==> src/rtl/elevator_look_ctrl.sv <==
// elevator_look_ctrl -- single-car elevator controller with LOOK scheduling.
//   Latches cab and hall calls, serves every call in the committed direction
//   before reversing, and sequences motor, door, dwell/close timers,
//   obstruction and overload handling. All outputs are registered.
// Optional feature: define ELEVATOR_PARK_EN to send an idle car back to
//   PARK_FLOOR after PARK_TIMEOUT quiet cycles (door stays closed on arrival).
// Ports:
//   clk, reset        rising-edge clock, async active-high reset
//   open_btn          cab door-open (level)     close_btn  cab door-close (level)
//   overload          holds the door open       sensor_inside  door-path obstruction
//   btn_in            cab calls                 btn_up_out / btn_down_out  hall calls
//   engine            00 stop, 01 up, 10 down   door  00 closed, 01 open, 10 closing
//   level_display     current floor             dir_display  committed direction
//   pending           OR of latched calls per floor
module elevator_look_ctrl #(
  parameter int FLOORS            = 8,
  parameter int LVL_W             = 3,
  parameter int TRAVEL_CYCLES     = 4,
  parameter int DOOR_OPEN_CYCLES  = 6,
  parameter int DOOR_CLOSE_CYCLES = 2,
  parameter int PARK_FLOOR        = 0,
  parameter int PARK_TIMEOUT      = 32
) (
  input  logic              clk,
  input  logic              reset,
  input  logic              open_btn,
  input  logic              close_btn,
  input  logic              overload,
  input  logic              sensor_inside,
  input  logic [FLOORS-1:0] btn_in,
  input  logic [FLOORS-1:0] btn_up_out,
  input  logic [FLOORS-1:0] btn_down_out,
  output logic [1:0]        engine,
  output logic [1:0]        door,
  output logic [LVL_W-1:0]  level_display,
  output logic [1:0]        dir_display,
  output logic [FLOORS-1:0] pending
);
  localparam logic [1:0] D_NONE = 2'b00, D_UP = 2'b01, D_DN = 2'b10;
  localparam logic [1:0] DR_CLOSED = 2'b00, DR_OPEN = 2'b01, DR_CLOSING = 2'b10;
  localparam int CNT_MAX = (TRAVEL_CYCLES > DOOR_OPEN_CYCLES)
    ? ((TRAVEL_CYCLES > DOOR_CLOSE_CYCLES) ? TRAVEL_CYCLES : DOOR_CLOSE_CYCLES)
    : ((DOOR_OPEN_CYCLES > DOOR_CLOSE_CYCLES) ? DOOR_OPEN_CYCLES : DOOR_CLOSE_CYCLES);
  localparam int CNT_W = $clog2(CNT_MAX + 1);
  // Top floor has no up call, bottom floor no down call.
  localparam logic [FLOORS-1:0] UP_OK = {1'b0, {(FLOORS-1){1'b1}}};
  localparam logic [FLOORS-1:0] DN_OK = {{(FLOORS-1){1'b1}}, 1'b0};

  if (FLOORS < 2 || FLOORS > 64 || (1 << LVL_W) < FLOORS || TRAVEL_CYCLES < 1 ||
      DOOR_OPEN_CYCLES < 1 || DOOR_CLOSE_CYCLES < 1 || PARK_FLOOR < 0 ||
      PARK_FLOOR >= FLOORS || PARK_TIMEOUT < 1) begin : g_bad_cfg
    $error("elevator_look_ctrl: illegal parameter set");
  end

  typedef enum logic [1:0] {IDLE, MOVE, DOOR_OPEN, DOOR_CLOSE} state_t;

  function automatic logic [FLOORS-1:0] above_mask(input logic [LVL_W-1:0] f);
    logic [FLOORS-1:0] m;
    for (int i = 0; i < FLOORS; i++) m[i] = (i > int'(f));
    return m;
  endfunction
  function automatic logic [FLOORS-1:0] below_mask(input logic [LVL_W-1:0] f);
    logic [FLOORS-1:0] m;
    for (int i = 0; i < FLOORS; i++) m[i] = (i < int'(f));
    return m;
  endfunction
  function automatic logic [FLOORS-1:0] onehot(input logic [LVL_W-1:0] f);
    logic [FLOORS-1:0] m;
    for (int i = 0; i < FLOORS; i++) m[i] = (i == int'(f));
    return m;
  endfunction

  state_t             state, state_n;
  logic [CNT_W-1:0]   cnt, cnt_n;
  logic [1:0]         engine_n, door_n, dir_n, mv;
  logic [LVL_W-1:0]   lvl_n, f_tgt;
  logic [FLOORS-1:0]  req_in, req_up, req_dn, req_in_n, req_up_n, req_dn_n;
  logic [FLOORS-1:0]  clr_in, clr_up, clr_dn, set_in, set_up, set_dn, blk;
  logic [FLOORS-1:0]  cur_oh, f_oh, calls, calls_nx, park_vec;
  logic               same_call, entry, a_lat, b_lat, a_nx, b_nx;
  logic               ahead, behind, opp_hall, same_hall, stop_here;

  // A call for the floor the door is serving is not latched; it only
  // extends or reopens the door.
  assign cur_oh    = onehot(level_display);
  assign blk       = (door != DR_CLOSED) ? cur_oh : '0;
  assign set_in    = btn_in & ~blk;
  assign set_up    = btn_up_out & UP_OK & ~blk;
  assign set_dn    = btn_down_out & DN_OK & ~blk;
  assign same_call = (door != DR_CLOSED) &&
                     |((btn_in | (btn_up_out & UP_OK) | (btn_down_out & DN_OK)) & cur_oh);
  assign calls     = req_in | req_up | req_dn;
  // Calls pressed in the stop cycle count toward the "anything beyond" test.
  assign calls_nx  = calls | set_in | set_up | set_dn;

  // Floor being evaluated: the next floor while moving, else the current one.
  assign f_tgt = (state != MOVE) ? level_display :
                 (dir_display == D_DN) ? level_display - LVL_W'(1) : level_display + LVL_W'(1);
  assign f_oh  = onehot(f_tgt);
  // IDLE decides on latched calls only; stop/entry decisions use calls_nx.
  assign a_lat = |((calls | park_vec) & above_mask(level_display));
  assign b_lat = |((calls | park_vec) & below_mask(level_display));
  assign a_nx  = |((calls_nx | park_vec) & above_mask(f_tgt));
  assign b_nx  = |((calls_nx | park_vec) & below_mask(f_tgt));
  assign ahead  = (dir_display == D_UP) ? a_nx : (dir_display == D_DN) ? b_nx : 1'b0;
  assign behind = (dir_display == D_UP) ? b_nx : (dir_display == D_DN) ? a_nx : 1'b0;
  assign same_hall = (dir_display == D_UP) ? |((req_up | set_up) & f_oh) :
                     (dir_display == D_DN) ? |((req_dn | set_dn) & f_oh) : 1'b0;
  assign opp_hall  = (dir_display == D_UP) ? |((req_dn | set_dn) & f_oh) :
                     (dir_display == D_DN) ? |((req_up | set_up) & f_oh) : 1'b0;
  assign stop_here = |((req_in | set_in) & f_oh) || same_hall || !ahead;

`ifdef ELEVATOR_PARK_EN
  localparam logic [LVL_W-1:0] PARK_LVL = LVL_W'(PARK_FLOOR);
  localparam int PW = $clog2(PARK_TIMEOUT + 1);
  logic [PW-1:0] park_cnt;
  logic          park_act, park_clr, any_call, park_quiet;
  assign any_call   = |(btn_in | (btn_up_out & UP_OK) | (btn_down_out & DN_OK));
  assign park_vec   = park_act ? onehot(PARK_LVL) : '0;
  assign park_quiet = (state == IDLE) && (calls == '0) && (dir_display == D_NONE);

  always_ff @(posedge clk or posedge reset)
    if (reset) begin
      park_cnt <= '0;
      park_act <= 1'b0;
    end else begin
      if (any_call || park_clr) park_act <= 1'b0;
      if (any_call || open_btn || close_btn || !park_quiet || park_act) park_cnt <= '0;
      else if (park_cnt == PW'(PARK_TIMEOUT - 1)) begin
        park_cnt <= '0;
        park_act <= (level_display != PARK_LVL);  // already home: nothing to do
      end else park_cnt <= park_cnt + 1'b1;
    end
`else
  assign park_vec = '0;
`endif

  always_comb begin
    state_n = state; engine_n = engine; door_n = door; lvl_n = level_display;
    dir_n = dir_display; cnt_n = cnt; mv = D_NONE; entry = 1'b0;
    clr_in = '0; clr_up = '0; clr_dn = '0;
`ifdef ELEVATOR_PARK_EN
    park_clr = 1'b0;
`endif
    case (state)
      IDLE: begin
        if (|(calls & cur_oh) || open_btn) entry = 1'b1;
        // Keep going the committed way; up wins when uncommitted.
        else if (a_lat && !(dir_display == D_DN && b_lat)) mv = D_UP;
        else if (b_lat) mv = D_DN;
        else dir_n = D_NONE;
        if (mv != D_NONE) begin
          state_n = MOVE; engine_n = mv; dir_n = mv; cnt_n = CNT_W'(TRAVEL_CYCLES - 1);
        end
      end
      MOVE: begin
        if (cnt != '0) cnt_n = cnt - 1'b1;
        else begin
          lvl_n = f_tgt;
          cnt_n = CNT_W'(TRAVEL_CYCLES - 1);
`ifdef ELEVATOR_PARK_EN
          if (park_act && !any_call && f_tgt == PARK_LVL) begin
            state_n = IDLE; engine_n = D_NONE; dir_n = D_NONE; park_clr = 1'b1;
          end else
`endif
          if (stop_here) entry = 1'b1;
        end
      end
      DOOR_OPEN: begin
        if (open_btn || same_call) cnt_n = CNT_W'(DOOR_OPEN_CYCLES - 1);
        else if (overload) cnt_n = cnt;  // held open, timer frozen
        else if (close_btn || cnt == '0) begin
          state_n = DOOR_CLOSE; door_n = DR_CLOSING; cnt_n = CNT_W'(DOOR_CLOSE_CYCLES - 1);
        end else cnt_n = cnt - 1'b1;
      end
      DOOR_CLOSE: begin
        if (sensor_inside || open_btn || same_call || overload) begin
          state_n = DOOR_OPEN; door_n = DR_OPEN; cnt_n = CNT_W'(DOOR_OPEN_CYCLES - 1);
        end else if (cnt == '0) begin
          state_n = IDLE; door_n = DR_CLOSED;
        end else cnt_n = cnt - 1'b1;
      end
      default: state_n = IDLE;
    endcase

    // Door-open entry: retire the served calls and pick the next trip's direction.
    if (entry) begin
      state_n = DOOR_OPEN; engine_n = D_NONE; door_n = DR_OPEN;
      cnt_n = CNT_W'(DOOR_OPEN_CYCLES - 1);
      clr_in = f_oh;
      if (dir_display == D_UP) clr_up = f_oh;
      if (dir_display == D_DN) clr_dn = f_oh;
      if (!ahead) begin
        clr_up = f_oh; clr_dn = f_oh;
        dir_n = !(behind || opp_hall) ? D_NONE : (dir_display == D_UP) ? D_DN : D_UP;
      end
    end
  end

  assign req_in_n = (req_in | set_in) & ~clr_in;
  assign req_up_n = (req_up | set_up) & ~clr_up;
  assign req_dn_n = (req_dn | set_dn) & ~clr_dn;

  always_ff @(posedge clk or posedge reset)
    if (reset) begin
      state <= IDLE; cnt <= '0; engine <= D_NONE; door <= DR_CLOSED;
      level_display <= '0; dir_display <= D_NONE;
      req_in <= '0; req_up <= '0; req_dn <= '0; pending <= '0;
    end else begin
      state <= state_n; cnt <= cnt_n; engine <= engine_n; door <= door_n;
      level_display <= lvl_n; dir_display <= dir_n;
      req_in <= req_in_n; req_up <= req_up_n; req_dn <= req_dn_n;
      pending <= req_in_n | req_up_n | req_dn_n;
    end
endmodule

==> config.mk <==
export PLATFORM = sky130hd
export DESIGN_NAME = elevator_look_ctrl
export DESIGN_NICKNAME = d
export VERILOG_FILES = /design/src/rtl/elevator_look_ctrl.sv
export SDC_FILE = /design/constraint.sdc
export NUM_CORES = 1
export LEC_CHECK = 0
export CORE_MARGIN = 4
export CORE_UTILIZATION = 60
export DETAILED_ROUTE_END_ITERATION = 8
export DONT_BUFFER_PORTS = 1
export HOLD_SLACK_MARGIN = 0.05
export PLACE_DENSITY = 0.76
export SLEW_MARGIN = 10
export SYNTH_ARGS = -nofsm -noshare
export SYNTH_HDL_FRONTEND = slang
export SYNTH_SLANG_ARGS = --single-unit
==> constraint.sdc <==
create_clock -name clk -period 3.45 [get_ports clk]
set_clock_uncertainty 0.05 [all_clocks]
set_input_delay 0.69 -clock clk [delete_from_list [all_inputs] [get_ports clk]]
set_output_delay 0.69 -clock clk [all_outputs]
set_load 0.005 [all_outputs]
==> impl_metrics.tcl <==
set metrics [dict create \
    area_delta_synth_final_pct 12.8 \
    hold_path_class "in -> async" \
    core_area_um2 5470 \
    main_combinational_cell_family_by_area_after_synthesis "compound AO/OA/AOI/OAI gates" \
    fraction_of_layout_instances_using_a_drive_strength_above_1_pct 18.9 \
    layout.cells.most_common_list "sky130_fd_sc_hd__a21oi_1 (49), sky130_fd_sc_hd__dfrtp_1 (46), sky130_fd_sc_hd__nor2_1 (38)" \
    cp-startpoint "level_display[0]" \
    cts_made_buffers 5 \
    drtAntennaViolNets 0 \
    yosysUniqueCellTypes 75 \
    cts_hold_buf 0 \
    synth_compound_gate_area_share_pct 32.8 \
    synth_fa_ha_area_share_pct 2.96 \
    nNetsFinal 465 \
    totalWireLength_um 10500 \
    drv_slew 0 \
    drt_iter0_drc 404 \
    yosysTopAreaCell "sky130_fd_sc_hd__dfrtp_1" \
    maxCapViolCount 0 \
    r2r_setup_slk_ns 0.05 \
    insertedDiodeCount 0 \
    synth_xor_area_share_pct 1.55 \
    proportion_of_synthesized_chip_area_in_sequential_cells_pct 34.0 \
    cts-htree-levels 2 \
    cp.required_ns 3.58 \
    fin_crit_sh_pct 98.5 \
    ios 47 \
    hold_violations 0 \
    type_of_origin_of_the_critical_path "flip-flop" \
    regArea_um2 1150 \
    post_route_hold_slack_ns 0.422 \
    synth_largest_type_area_fraction_pct 34.0 \
    async_reset_ff_share_pct 100 \
    ys_warn_count 0 \
    grt_util_all_layers_pct 29.5 \
    grt_max_degree 47 \
    instances_no_fill 500 \
    critical_path_peak_fanout 9 \
    die_height_um 83.1 \
    max_freq_ghz 0.294 \
    insertion_delay_ns 0.31 \
    route.detailed.vias_per_inst 6.88 \
    floorplan_die_area_um2 6900 \
    place.port_buffers 0 \
    clock-sinks 46 \
    setup-violations-final 0 \
    cts_root_buffer "sky130_fd_sc_hd__clkbuf_8" \
    worst_setup_path_category "reg -> reg" \
    placed_cells 487 \
    grt_antenna_before_repair 0 \
    commonest_register_cell_after_synthesis "sky130_fd_sc_hd__dfrtp_1" \
    r2r_start "level_display[0]" \
    synth_area_in_simple_gates_pct 22.9 \
    power_density_nw_per_um2 593 \
    slew_headroom_pct 36.6 \
    grt_first_pass_wirelength_um 16500 \
    post_synth_mux_area_share_pct 1.37 \
    cts.reportedPaths.clkPinSlew_ns 0.09 \
    overflow 0 \
    multi_input_gate_area_in_the_final_layout_um2 2180 \
    detail_route.wl_per_cell_um 21.0 \
    syn_area_per_cell_um2 8.43 \
    synth.area.top_cells "sky130_fd_sc_hd__dfrtp_1 (34%), sky130_fd_sc_hd__a21oi_1 (7.4%), sky130_fd_sc_hd__nor2_1 (4.3%), sky130_fd_sc_hd__nand2_1 (3.6%), sky130_fd_sc_hd__ha_1 (3.0%)" \
    detailroute.via_count 3442 \
    chipWidth_um 83.1 \
    outcome "completed" \
    worstReg2RegEnd "pending[5]" \
    tritoncts "built" \
    reg2regPathDepth 13 \
    firstDrtPassIters 6 \
    most_common_cell_after_layout_fill_and_taps_aside "sky130_fd_sc_hd__a21oi_1" \
    total_nets_after_synthesis 439 \
    number_of_enable_flip_flop_cells_after_synthesis 0 \
    drc 0 \
    peakVddDrop_uv 394 \
    routabilityCongestion 1.00 \
    cts_buffer_depth 2 \
    syn-instance-count 401 \
    finish.utilization_pct 69.7 \
    dp_hpwl_um 7900 \
    finalCriticalPeriod_ns 3.40 \
    grt_pass1_vias 3165 \
    critical_path_arrival_ns 3.53 \
    post_synth_instance_area_um2 3380 \
    fillers 464 \
    initial_core_util_pct 61.8 \
    setup_total_negative_slack_ns 0 \
    yosys_register_bits 46 \
    p_leak_nw 1.35 \
    worstMarginPinSlew_ns 0.949 \
    num_rows 27 \
    critPathCaptureType "flip-flop" \
]
## flip-flops by register name, indices dropped and copies added (netlist names)
name and count:
req_in 8, req_up 8, cnt 3, dir_display 2, door 2, pending 8
level_display 3, state 2, engine 2, req_dn 8
## worst max path at each step
stage,end,slack [ns],cells past startpoint
2_1_floorplan,cnt[1],0.20,15
3_3_place_gp,pending[5],0.1,9
3_5_place_dp,cnt[2],0.08,12
4_1_cts,cnt[2],0.04,13
5_1_grt,pending[5],-0.04,13
6_report,pending[5],0.05,13
## Yosys cell counts (3+ instances only)
master                     number
sky130_fd_sc_hd__o31ai_1        3
sky130_fd_sc_hd__nor4_1         3
sky130_fd_sc_hd__a21oi_1       50
sky130_fd_sc_hd__o21bai_1       3
sky130_fd_sc_hd__buf_2          7
sky130_fd_sc_hd__o21ai_0       13
sky130_fd_sc_hd__inv_1         15
sky130_fd_sc_hd__a211oi_1      12
sky130_fd_sc_hd__a21o_1         9
sky130_fd_sc_hd__o31a_1         4
sky130_fd_sc_hd__or2_2          3
sky130_fd_sc_hd__and2_1         4
sky130_fd_sc_hd__nor3b_1        4
sky130_fd_sc_hd__o211ai_1       6
sky130_fd_sc_hd__xnor2_1        6
sky130_fd_sc_hd__nor3_1        12
sky130_fd_sc_hd__o22ai_1        4
sky130_fd_sc_hd__nand2b_1       8
sky130_fd_sc_hd__ha_1           8
sky130_fd_sc_hd__nand3_1       11
sky130_fd_sc_hd__a22oi_1        4
sky130_fd_sc_hd__o221ai_1       7
sky130_fd_sc_hd__a31o_2         3
sky130_fd_sc_hd__a31oi_1        5
sky130_fd_sc_hd__a21oi_2        3
sky130_fd_sc_hd__buf_4          4
sky130_fd_sc_hd__or3_1         10
sky130_fd_sc_hd__nor2_1        39
sky130_fd_sc_hd__nand2_1       32
sky130_fd_sc_hd__dfrtp_1       46
sky130_fd_sc_hd__nor2b_1        7
## per-stage QoR
stage | power, mW | instance area, um2 | worst slack [ns]
6_report | 2.26 | 3810 | 0.0505
5_1_grt | 2.39 | 3810 | -0.0367
4_1_cts | 2.13 | 3690 | 0.0412
3_5_place_dp | 1.79 | 3600 | 0.0757
3_3_place_gp | 1.77 | 3600 | 0.0988
2_1_floorplan | 1.44 | 3380 | 0.196
## repair_timing
item	in CTS	in global routing
gates resized for setup	0	16
endpoints found under the setup margin	0	28
buffers inserted	0	4
## layer usage
| metal | GRT usage, % | routed length [um] | vias to the layer above |
|---|---|---|---|
| met3 | 7.54 | 1080 | 35 |
| li1 | - | - | 1554 |
| met5 | 0 | 0 | - |
| met2 | 44.0 | 4590 | 222 |
| met4 | 9.21 | 333 | 0 |
| met1 | 42.0 | 4470 | 1631 |
## critical path: stages (launching register included)
cell	delay, ns
sky130_fd_sc_hd__dfrtp_1	0.42
sky130_fd_sc_hd__inv_2	0.07
sky130_fd_sc_hd__buf_4	0.18
sky130_fd_sc_hd__ha_2	0.33
sky130_fd_sc_hd__xnor2_2	0.17
sky130_fd_sc_hd__o31a_1	0.38
sky130_fd_sc_hd__buf_4	0.16
sky130_fd_sc_hd__nor2b_1	0.13
sky130_fd_sc_hd__o2bb2ai_2	0.21
sky130_fd_sc_hd__a21oi_2	0.11
sky130_fd_sc_hd__o221ai_4	0.34
sky130_fd_sc_hd__a21oi_4	0.16
sky130_fd_sc_hd__o31a_1	0.30
sky130_fd_sc_hd__a211o_1	0.27
## report_power, final
part / internal [mW] / switching [mW]
Clock: 0.162 / 0.178
Sequential: 0.593 / 0.0661
Combinational: 0.505 / 0.759
## logic make-up after synthesis
group,after synthesis
AOI/OAI and AO/OA,156
and+or+nand+nor,150
DFF,46
buffers and inverters,31
adders and majority gates,8
xor gates and xnor gates,6
muxes,4
## cell type report
| class | instances | share of cell area [%] |
|---|---|---|
| sequential | 46 | 30.2 |
| timing repair buffer | 32 | 6.30 |
| inverter | 17 | 1.67 |
| clock buffer | 7 | 2.26 |
| tap | 72 | 2.36 |
| clock inverter | 1 | 0.131 |
| multi-input combinational | 325 | 57.1 |
(Power assumes the default switching activity.)
